==> config.mk <==
export PLATFORM = sky130hd
export DESIGN_NAME = inst_rom_loader
export DESIGN_NICKNAME = d
export VERILOG_FILES = /design/src/rtl/inst_rom_loader.sv
export SDC_FILE = /design/constraint.sdc
export NUM_CORES = 1
export LEC_CHECK = 0
export ABC_AREA = 1
export CORE_MARGIN = 8
export CORE_UTILIZATION = 59
export CTS_CLUSTER_DIAMETER = 80
export CTS_CLUSTER_SIZE = 25
export DETAILED_ROUTE_END_ITERATION = 7
export PLACE_DENSITY = 0.88
export SYNTH_ARGS = -nofsm -noshare
export SYNTH_HDL_FRONTEND = slang
export SYNTH_SLANG_ARGS = --single-unit
==> constraint.sdc <==
create_clock -name clock -period 2.75 [get_ports clock]
set_clock_uncertainty 0.05 [all_clocks]
set_input_delay 0.275 -clock clock [delete_from_list [all_inputs] [get_ports clock]]
set_output_delay 0.275 -clock clock [all_outputs]
set_load 0.01 [all_outputs]
==> src/rtl/inst_rom_loader.sv <==
// Boot loader: takes a framed byte stream (length, data words, checksum) and
// writes assembled 32-bit words into instruction memory while holding the CPU.
module inst_rom_loader #(
    parameter int ADDR_WIDTH = 5
) (
    input  logic                  clock,
    input  logic                  reset,
    input  logic                  start,
    input  logic [7:0]            rx_data,
    input  logic                  rx_valid,
    output logic                  rx_ready,
    output logic                  wr_en,
    output logic [ADDR_WIDTH-1:0] wr_addr,
    output logic [31:0]           wr_data,
    output logic                  cpu_hold,
    output logic                  busy,
    output logic                  done,
    output logic                  error,
    output logic [ADDR_WIDTH:0]   words_loaded
);

    typedef enum logic [2:0] {
        IDLE, LEN_LO, LEN_HI, DATA, CSUM, DONE, ERROR
    } state_t;

    localparam logic [16:0] CAP = 17'(1) << ADDR_WIDTH;

    state_t                state_q, state_d;
    logic [15:0]           len_q, len_d;
    logic [7:0]            acc_q, acc_d;
    logic [1:0]            idx_q, idx_d;
    logic [23:0]           word_q, word_d;
    logic [ADDR_WIDTH:0]   words_q, words_d;
    logic                  wr_en_q, wr_en_d;
    logic [ADDR_WIDTH-1:0] wr_addr_q, wr_addr_d;
    logic [31:0]           wr_data_q, wr_data_d;
    logic                  accept;
    logic [15:0]           n_len;

    always_ff @(posedge clock or negedge reset) begin
        if (!reset) begin
            state_q   <= IDLE;
            len_q     <= '0;
            acc_q     <= '0;
            idx_q     <= '0;
            word_q    <= '0;
            words_q   <= '0;
            wr_en_q   <= 1'b0;
            wr_addr_q <= '0;
            wr_data_q <= '0;
        end else begin
            state_q   <= state_d;
            len_q     <= len_d;
            acc_q     <= acc_d;
            idx_q     <= idx_d;
            word_q    <= word_d;
            words_q   <= words_d;
            wr_en_q   <= wr_en_d;
            wr_addr_q <= wr_addr_d;
            wr_data_q <= wr_data_d;
        end
    end

    always_comb begin
        state_d   = state_q;
        len_d     = len_q;
        acc_d     = acc_q;
        idx_d     = idx_q;
        word_d    = word_q;
        words_d   = words_q;
        wr_en_d   = 1'b0;
        wr_addr_d = wr_addr_q;
        wr_data_d = wr_data_q;
        rx_ready  = (state_q == LEN_LO) || (state_q == LEN_HI) ||
                    (state_q == DATA)   || (state_q == CSUM);
        accept    = rx_ready && rx_valid;
        n_len     = {rx_data, len_q[7:0]};

        case (state_q)
            IDLE, DONE, ERROR: begin
                if (start) begin
                    state_d = LEN_LO;
                    acc_d   = '0;
                    idx_d   = '0;
                    words_d = '0;
                end
            end
            LEN_LO: if (accept) begin
                len_d   = {8'h00, rx_data};
                state_d = LEN_HI;
            end
            LEN_HI: if (accept) begin
                len_d = n_len;
                if (n_len == 16'd0 || {1'b0, n_len} > CAP) state_d = ERROR;
                else                                       state_d = DATA;
            end
            DATA: if (accept) begin
                acc_d  = acc_q + rx_data;
                idx_d  = idx_q + 2'd1;
                word_d = {word_q[15:0], rx_data};
                if (idx_q == 2'd3) begin
                    // First byte on the wire lands in the MSB (memh word order).
                    wr_en_d   = 1'b1;
                    wr_addr_d = words_q[ADDR_WIDTH-1:0];
                    wr_data_d = {word_q, rx_data};
                    words_d   = words_q + 1'b1;
                    if (16'(words_d) == len_q) state_d = CSUM;
                end
            end
            CSUM: if (accept) begin
                if (8'(acc_q + rx_data) == 8'h00) state_d = DONE;
                else                              state_d = ERROR;
            end
            default: state_d = IDLE;
        endcase
    end

    assign busy         = rx_ready;
    assign cpu_hold     = rx_ready || (state_q == ERROR);
    assign done         = (state_q == DONE);
    assign error        = (state_q == ERROR);
    assign wr_en        = wr_en_q;
    assign wr_addr      = wr_addr_q;
    assign wr_data      = wr_data_q;
    assign words_loaded = words_q;

endmodule
After elaboration in Yosys (flattened, before gate mapping)
Cells that the tools add are included.
- word-level logic and storage cells: 75
- output and inout bits: 49
- bits in registers: 97
- multiplexer cells: 26
- reductions and logical operators: 19
- equality and inequality tests: 15
- $add $sub $neg: 3
- bitwise operators: 1
- magnitude comparators: 1
- operators with widths (kind ; count):
    $mux 16 ; 2
    $pmux 16 s2 ; 1
    $mux 3 ; 8
    $mux 6 ; 3
    $eq 6x16->1 ; 1
    $gt 16x6->1 const B ; 1
    $logic_not 16->1 ; 1
    $mux 8 ; 2
    $pmux 8 s2 ; 1
    $pmux 3 s5 ; 1
    $pmux 6 s2 ; 1
    $reduce_and 3->1 ; 4
    $ne 2x2->1 const B ; 5
    $eq 3x3->1 const B ; 3
    $add 8x8->8 ; 1
    $logic_not 8->1 ; 1
    $reduce_and 7->1 ; 1
    $add 6x1->6 const B ; 1
    $eq 3x2->1 const B ; 2
    $mux 2 ; 3
    $logic_or 1x1->1 ; 5
    $ne 2x1->1 const B ; 2
    $pmux 2 s2 ; 1
    $reduce_and 4->1 ; 1
    10 further kinds ; 13

Logic depth before layout (Yosys ltp)
- depth in word-level cells: 7
- mapped depth: 13
- depth with buffers taken out: 13

Worst setup path after synthesis
OpenSTA, ideal clock, no wires.
- path kind: reg2reg
- start point: register acc_q[0]
- end point: register state_q[1]
- setup time: 0.116 ns
- slack: 0.938 ns
- data arrival time: 1.645 ns
- cell stages (with the launch flop): 12
- required time: 2.584 ns
- path buffers: 0
- cell sequence: dfrtp_1 ha_1 fa_1 xor2_1 nor2_1 nand3_1 nor2_1 nand3_1 nand2_1 nand2_1 nand2_1 nand2_1
- longest elaborated chain between the ends: 5
- ends and longest elaborated chain (what ; RTL line ; text):
    start: declaration ; 30 ; logic [7:0] acc_q, acc_d;
    start signal: assignment ; 44 ; acc_q <= '0;
    start signal: assignment ; 54 ; acc_q <= acc_d;
    $add 8x8->8 ; 111 ; if (8'(acc_q + rx_data) == 8'h00) state_d = DONE;
    $logic_not 8->1 ; 111 ;
    $mux 2 ; 111 ;
    $mux 3 ; 110 ; CSUM: if (accept) begin
    $pmux 3 s5 ; 79 ; case (state_q)
    end signal: assignment ; 52 ; state_q <= state_d;
    end: declaration ; 28 ; state_t state_q, state_d;
Every way passes these cells. The select of a mux whose other input is x is not followed.
A chain may end at the register's enable or synchronous reset.

Worst setup path in the final report
- start point: register state_q[0]
- end point: output port cpu_hold
- longest elaborated chain between the ends: 5
- ends and longest elaborated chain (what ; RTL line ; text):
    $eq 3x1->1 / $eq 3x2->1 (equally long branches) ; 74 ; rx_ready = (state_q == LEN_LO) || (state_q == LEN_HI) ||
    $logic_or 1x1->1 (2 in series) ; 74 ;
    $logic_or 1x1->1 ; 75 ; (state_q == DATA) || (state_q == CSUM);
    $logic_or 1x1->1 * ; 119 ; assign cpu_hold = rx_ready || (state_q == ERROR);
    end: declaration ; 15 ; output logic cpu_hold,
Mark *: on every way between the ends. The rest lies on a longest branch, timed or not.

==> impl_metrics.py <==
metrics = {
    "synthesis": {
        "yosys_warnings": 0,
        "yosysSeqAreaShare_pct": 54.21,
        "synth-seq-cells": 97,
        "synthCells": 524,
        "avgSynthCellArea_um2": 8.546,
        "syn-num-nets": 546,
        "netlist_area_um2": 4478,
        "ys_types": 34,
    },
    "placement": {
        "port_buffers": 60,
        "place_area_um2": 5150,
        "place_hpwl_um": 7395,
        "gp_congestion": 0.8789,
        "dpl.cell_count": 669,
    },
    "critical_path": {
        "cpPeakStageDelay_ns": 0.56,
        "arrival_ns": 2.00,
        "cp.required_ns": 2.42,
        "critPathLaunchType": "flip-flop",
        "cp_max_fo": 7,
        "endpoint_kind": "output port",
        "cpMaxStageDelayCell": "clkdlybuf4s50_1",
        "crit_path_frequent_cell": "nor2_1",
        "crit_type": "reg -> out",
        "crit_chain": "nor2_1 > inv_1 > nor2_1 > nor2_1 > o21ai_0 > clkdlybuf4s50_1",
    },
    "timing": {
        "drv_slew": 0,
        "fin_crit_sh_pct": 84.62,
        "final.setup.tns_ns": 0,
        "slew_headroom_pct": 53.56,
        "rsz0062_at_grt": "false",
        "tightest_slew_ns": 0.6966,
        "hold_viol_final": 0,
        "setup_viol": 0,
        "finalCriticalPeriod_ns": 2.327,
        "fmax_mhz": 429.7,
    },
    "power": {
        "leakagePower_nw": 2.665,
        "p_per_area_nw_per_um2": 853.2,
        "ir_drop_mv": 0.5648,
    },
    "die": {
        "row_count": 31,
        "die_h_um": 103.1,
        "initial_core_util_pct": 61.41,
        "dieArea_um2": 10630,
        "coreArea_um2": 7292,
        "pin_count": 61,
        "dieWidth_um": 103.1,
    },
    "layout": {
        "areaGrowthSynthToFinish_pct": 19.36,
        "antenna_cells": 0,
        "fin_area_um2": 5345,
        "num-fill-cells": 543,
        "mostFrequentLayoutCells": "nand2_1, dfrtp_1, o21ai_0",
        "final_common_cell": "nand2_1",
        "finalNonFillerCells": 686,
        "layout-drive-gt1-share_pct": 5.792,
        "nets": 604,
    },
    "cts": {
        "numCtsBuffers": 9,
        "htreeDepth": 3,
        "clockBufferDepth": 2,
        "clk-insertion-delay-late_ns": 0.37,
        "cts_resized": 0,
        "cts_root_buf": "clkbuf_8",
        "clock-sinks": 97,
        "clk_pin_slew_ns": 0.10,
        "cts_tree": "yes",
    },
    "global_route": {
        "grt-ovfl-total": 0,
        "grtUsageTotal_pct": 20.48,
        "grt_antenna_before_repair": 0,
        "grt_pass1_vias": 3487,
        "grt_pass1_wl_um": 16860,
        "grt_max_degree": 56,
    },
    "drt": {
        "wl_per_cell_um": 14.61,
        "first_pass_iters": 4,
        "vias_per_cell": 5.357,
        "detail-route-antenna-nets": 0,
        "drt_iter0_markers": 257,
        "finalWirelength_um": 10020,
        "dr_total_vias": 3675,
        "drcViolationCount": 0,
    },
    "worst_hold_path": {
        "min_path_type": "in -> async",
    },
    "flow_run": {
        "cap_violations": 0,
    },
    "status": {
        "status": "complete, no violations",
    },
}
-- registers in the layout, summed over array words and instances (netlist names) --
register	cells
idx_q	2
wr_en	1
wr_addr	5
words_loaded	6
wr_data	32
len_q	16
state_q	3
word_q	24
acc_q	8
-- cells by family after synthesis --
group                      count (synthesis)  share of synthesized area, %
and+or+nand+nor                          214                         20.29
DFF                                       97                         54.21
muxes                                      1                        0.2514
AOI/OAI and AO/OA                        104                         12.55
xor gates and xnor gates                   5                        0.9781
adders and majority gates                 10                         2.962
buffers and inverters                     93                         8.773
-- layer usage --
metal  track usage [%]  vias to the layer above  part of all wire (%)
met2             32.95                      103                    48
met3             3.511                       15                   6.6
li1                  -                     1789                     -
met5                 0                        -                     0
met4             6.452                        0                   1.1
met1             27.58                     1768                    44
-- power breakdown --
group | internal (mW) | switching (mW) | total, mW
registers | 1.82 | 0.249 | 2.06
logic | 0.633 | 0.979 | 1.61
clock network | 0.367 | 0.517 | 0.884
-- stage by stage --
stage	setup slack [ns]	power [mW]	hold slack (ns)	utilization (%)
6_report	0.4228	4.560	0.4176	73.30
5_1_grt	0.2696	4.911	0.4651	73.30
4_1_cts	0.4172	4.577	0.4357	73.30
3_5_place_dp	0.3878	3.690	0.3125	70.62
3_3_place_gp	0.4405	3.603	0.3085	70.62
2_1_floorplan	0.9385	3.171	-0.07059	-
-- critical path: cells and delay by family, from the launching register on --
family / cells / cell delay [ns]
buffers and inverters: 2 / 0.63
AO/OA/AOI/OAI: 1 / 0.08
AND/OR/NAND/NOR: 3 / 0.44
flip-flops: 1 / 0.48
-- final timing paths --
| kind | start | end | slack [ns] | cells after the start |
|---|---|---|---|---|
| min in group clock | word_q[4]$_DFFE_PN0P_ | word_q[12]$_DFFE_PN0P_ | 0.44 | 2 |
| worst max register to register | acc_q[0]$_DFFE_PN0P_ | state_q[1]$_DFFE_PN0P_ | 0.77 | 11 |
| max in group asynchronous | reset | wr_data[9]$_DFFE_PN0P_ | 1.56 | 3 |
| worst min-delay path | reset | wr_data[30]$_DFFE_PN0P_ | 0.42 | 2 |
| worst min register to register | word_q[4]$_DFFE_PN0P_ | word_q[12]$_DFFE_PN0P_ | 0.44 | 2 |
| worst max-delay path | state_q[0]$_DFFE_PN0P_ | cpu_hold | 0.42 | 6 |
-- Yosys cell counts --
| master | instances | area [µm²] |
|---|---|---|
| a21oi_1 | 7 | 35.03 |
| a21oi_2 | 1 | 8.760 |
| a22o_1 | 3 | 26.28 |
| buf_1 | 2 | 7.510 |
| buf_2 | 2 | 10.01 |
| buf_4 | 2 | 15.01 |
| buf_6 | 4 | 45.04 |
| clkbuf_1 | 8 | 30.03 |
| clkbuf_2 | 1 | 5.000 |
| clkinv_1 | 1 | 3.750 |
| dfrtp_1 | 97 | 2427 |
| fa_1 | 1 | 20.02 |
| ha_1 | 9 | 112.6 |
| inv_1 | 70 | 262.8 |
| inv_2 | 2 | 7.510 |
| inv_4 | 1 | 6.260 |
| mux2_2 | 1 | 11.26 |
| nand2_1 | 149 | 559.3 |
| nand2_2 | 2 | 12.51 |
| nand3_1 | 24 | 120.1 |
| nand3b_1 | 2 | 15.01 |
| nand4_1 | 6 | 37.54 |
| nor2_1 | 22 | 82.58 |
| nor2_2 | 2 | 12.51 |
| nor2_8 | 2 | 40.04 |
| nor3_1 | 4 | 20.02 |
| o21ai_0 | 73 | 365.4 |
| o21ai_1 | 8 | 40.04 |
| o21bai_1 | 1 | 7.510 |
| o22ai_1 | 3 | 18.77 |
| o31ai_1 | 8 | 60.06 |
| or2_4 | 1 | 8.760 |
| xnor2_1 | 3 | 26.28 |
| xor2_1 | 2 | 17.52 |
-- area by class of cell --
class                      instances  area (µm²)  share of cell area, %
timing repair buffer              66       670.6                  12.55
tap                               99       123.9                  2.317
clock buffer                      10       137.6                  2.575
inverter                          74       280.3                  5.243
clock inverter                     6       47.55                 0.8895
multi-input combinational        334        1658                  31.02
sequential                        97        2427                  45.41
-- timing repair --
item / 4_1_cts / 5_1_grt
hold endpoints to repair: 53 / 0
hold buffers: 1 / 0
setup buffers: 0 / 0
Power figures use the tool's default switching activity.
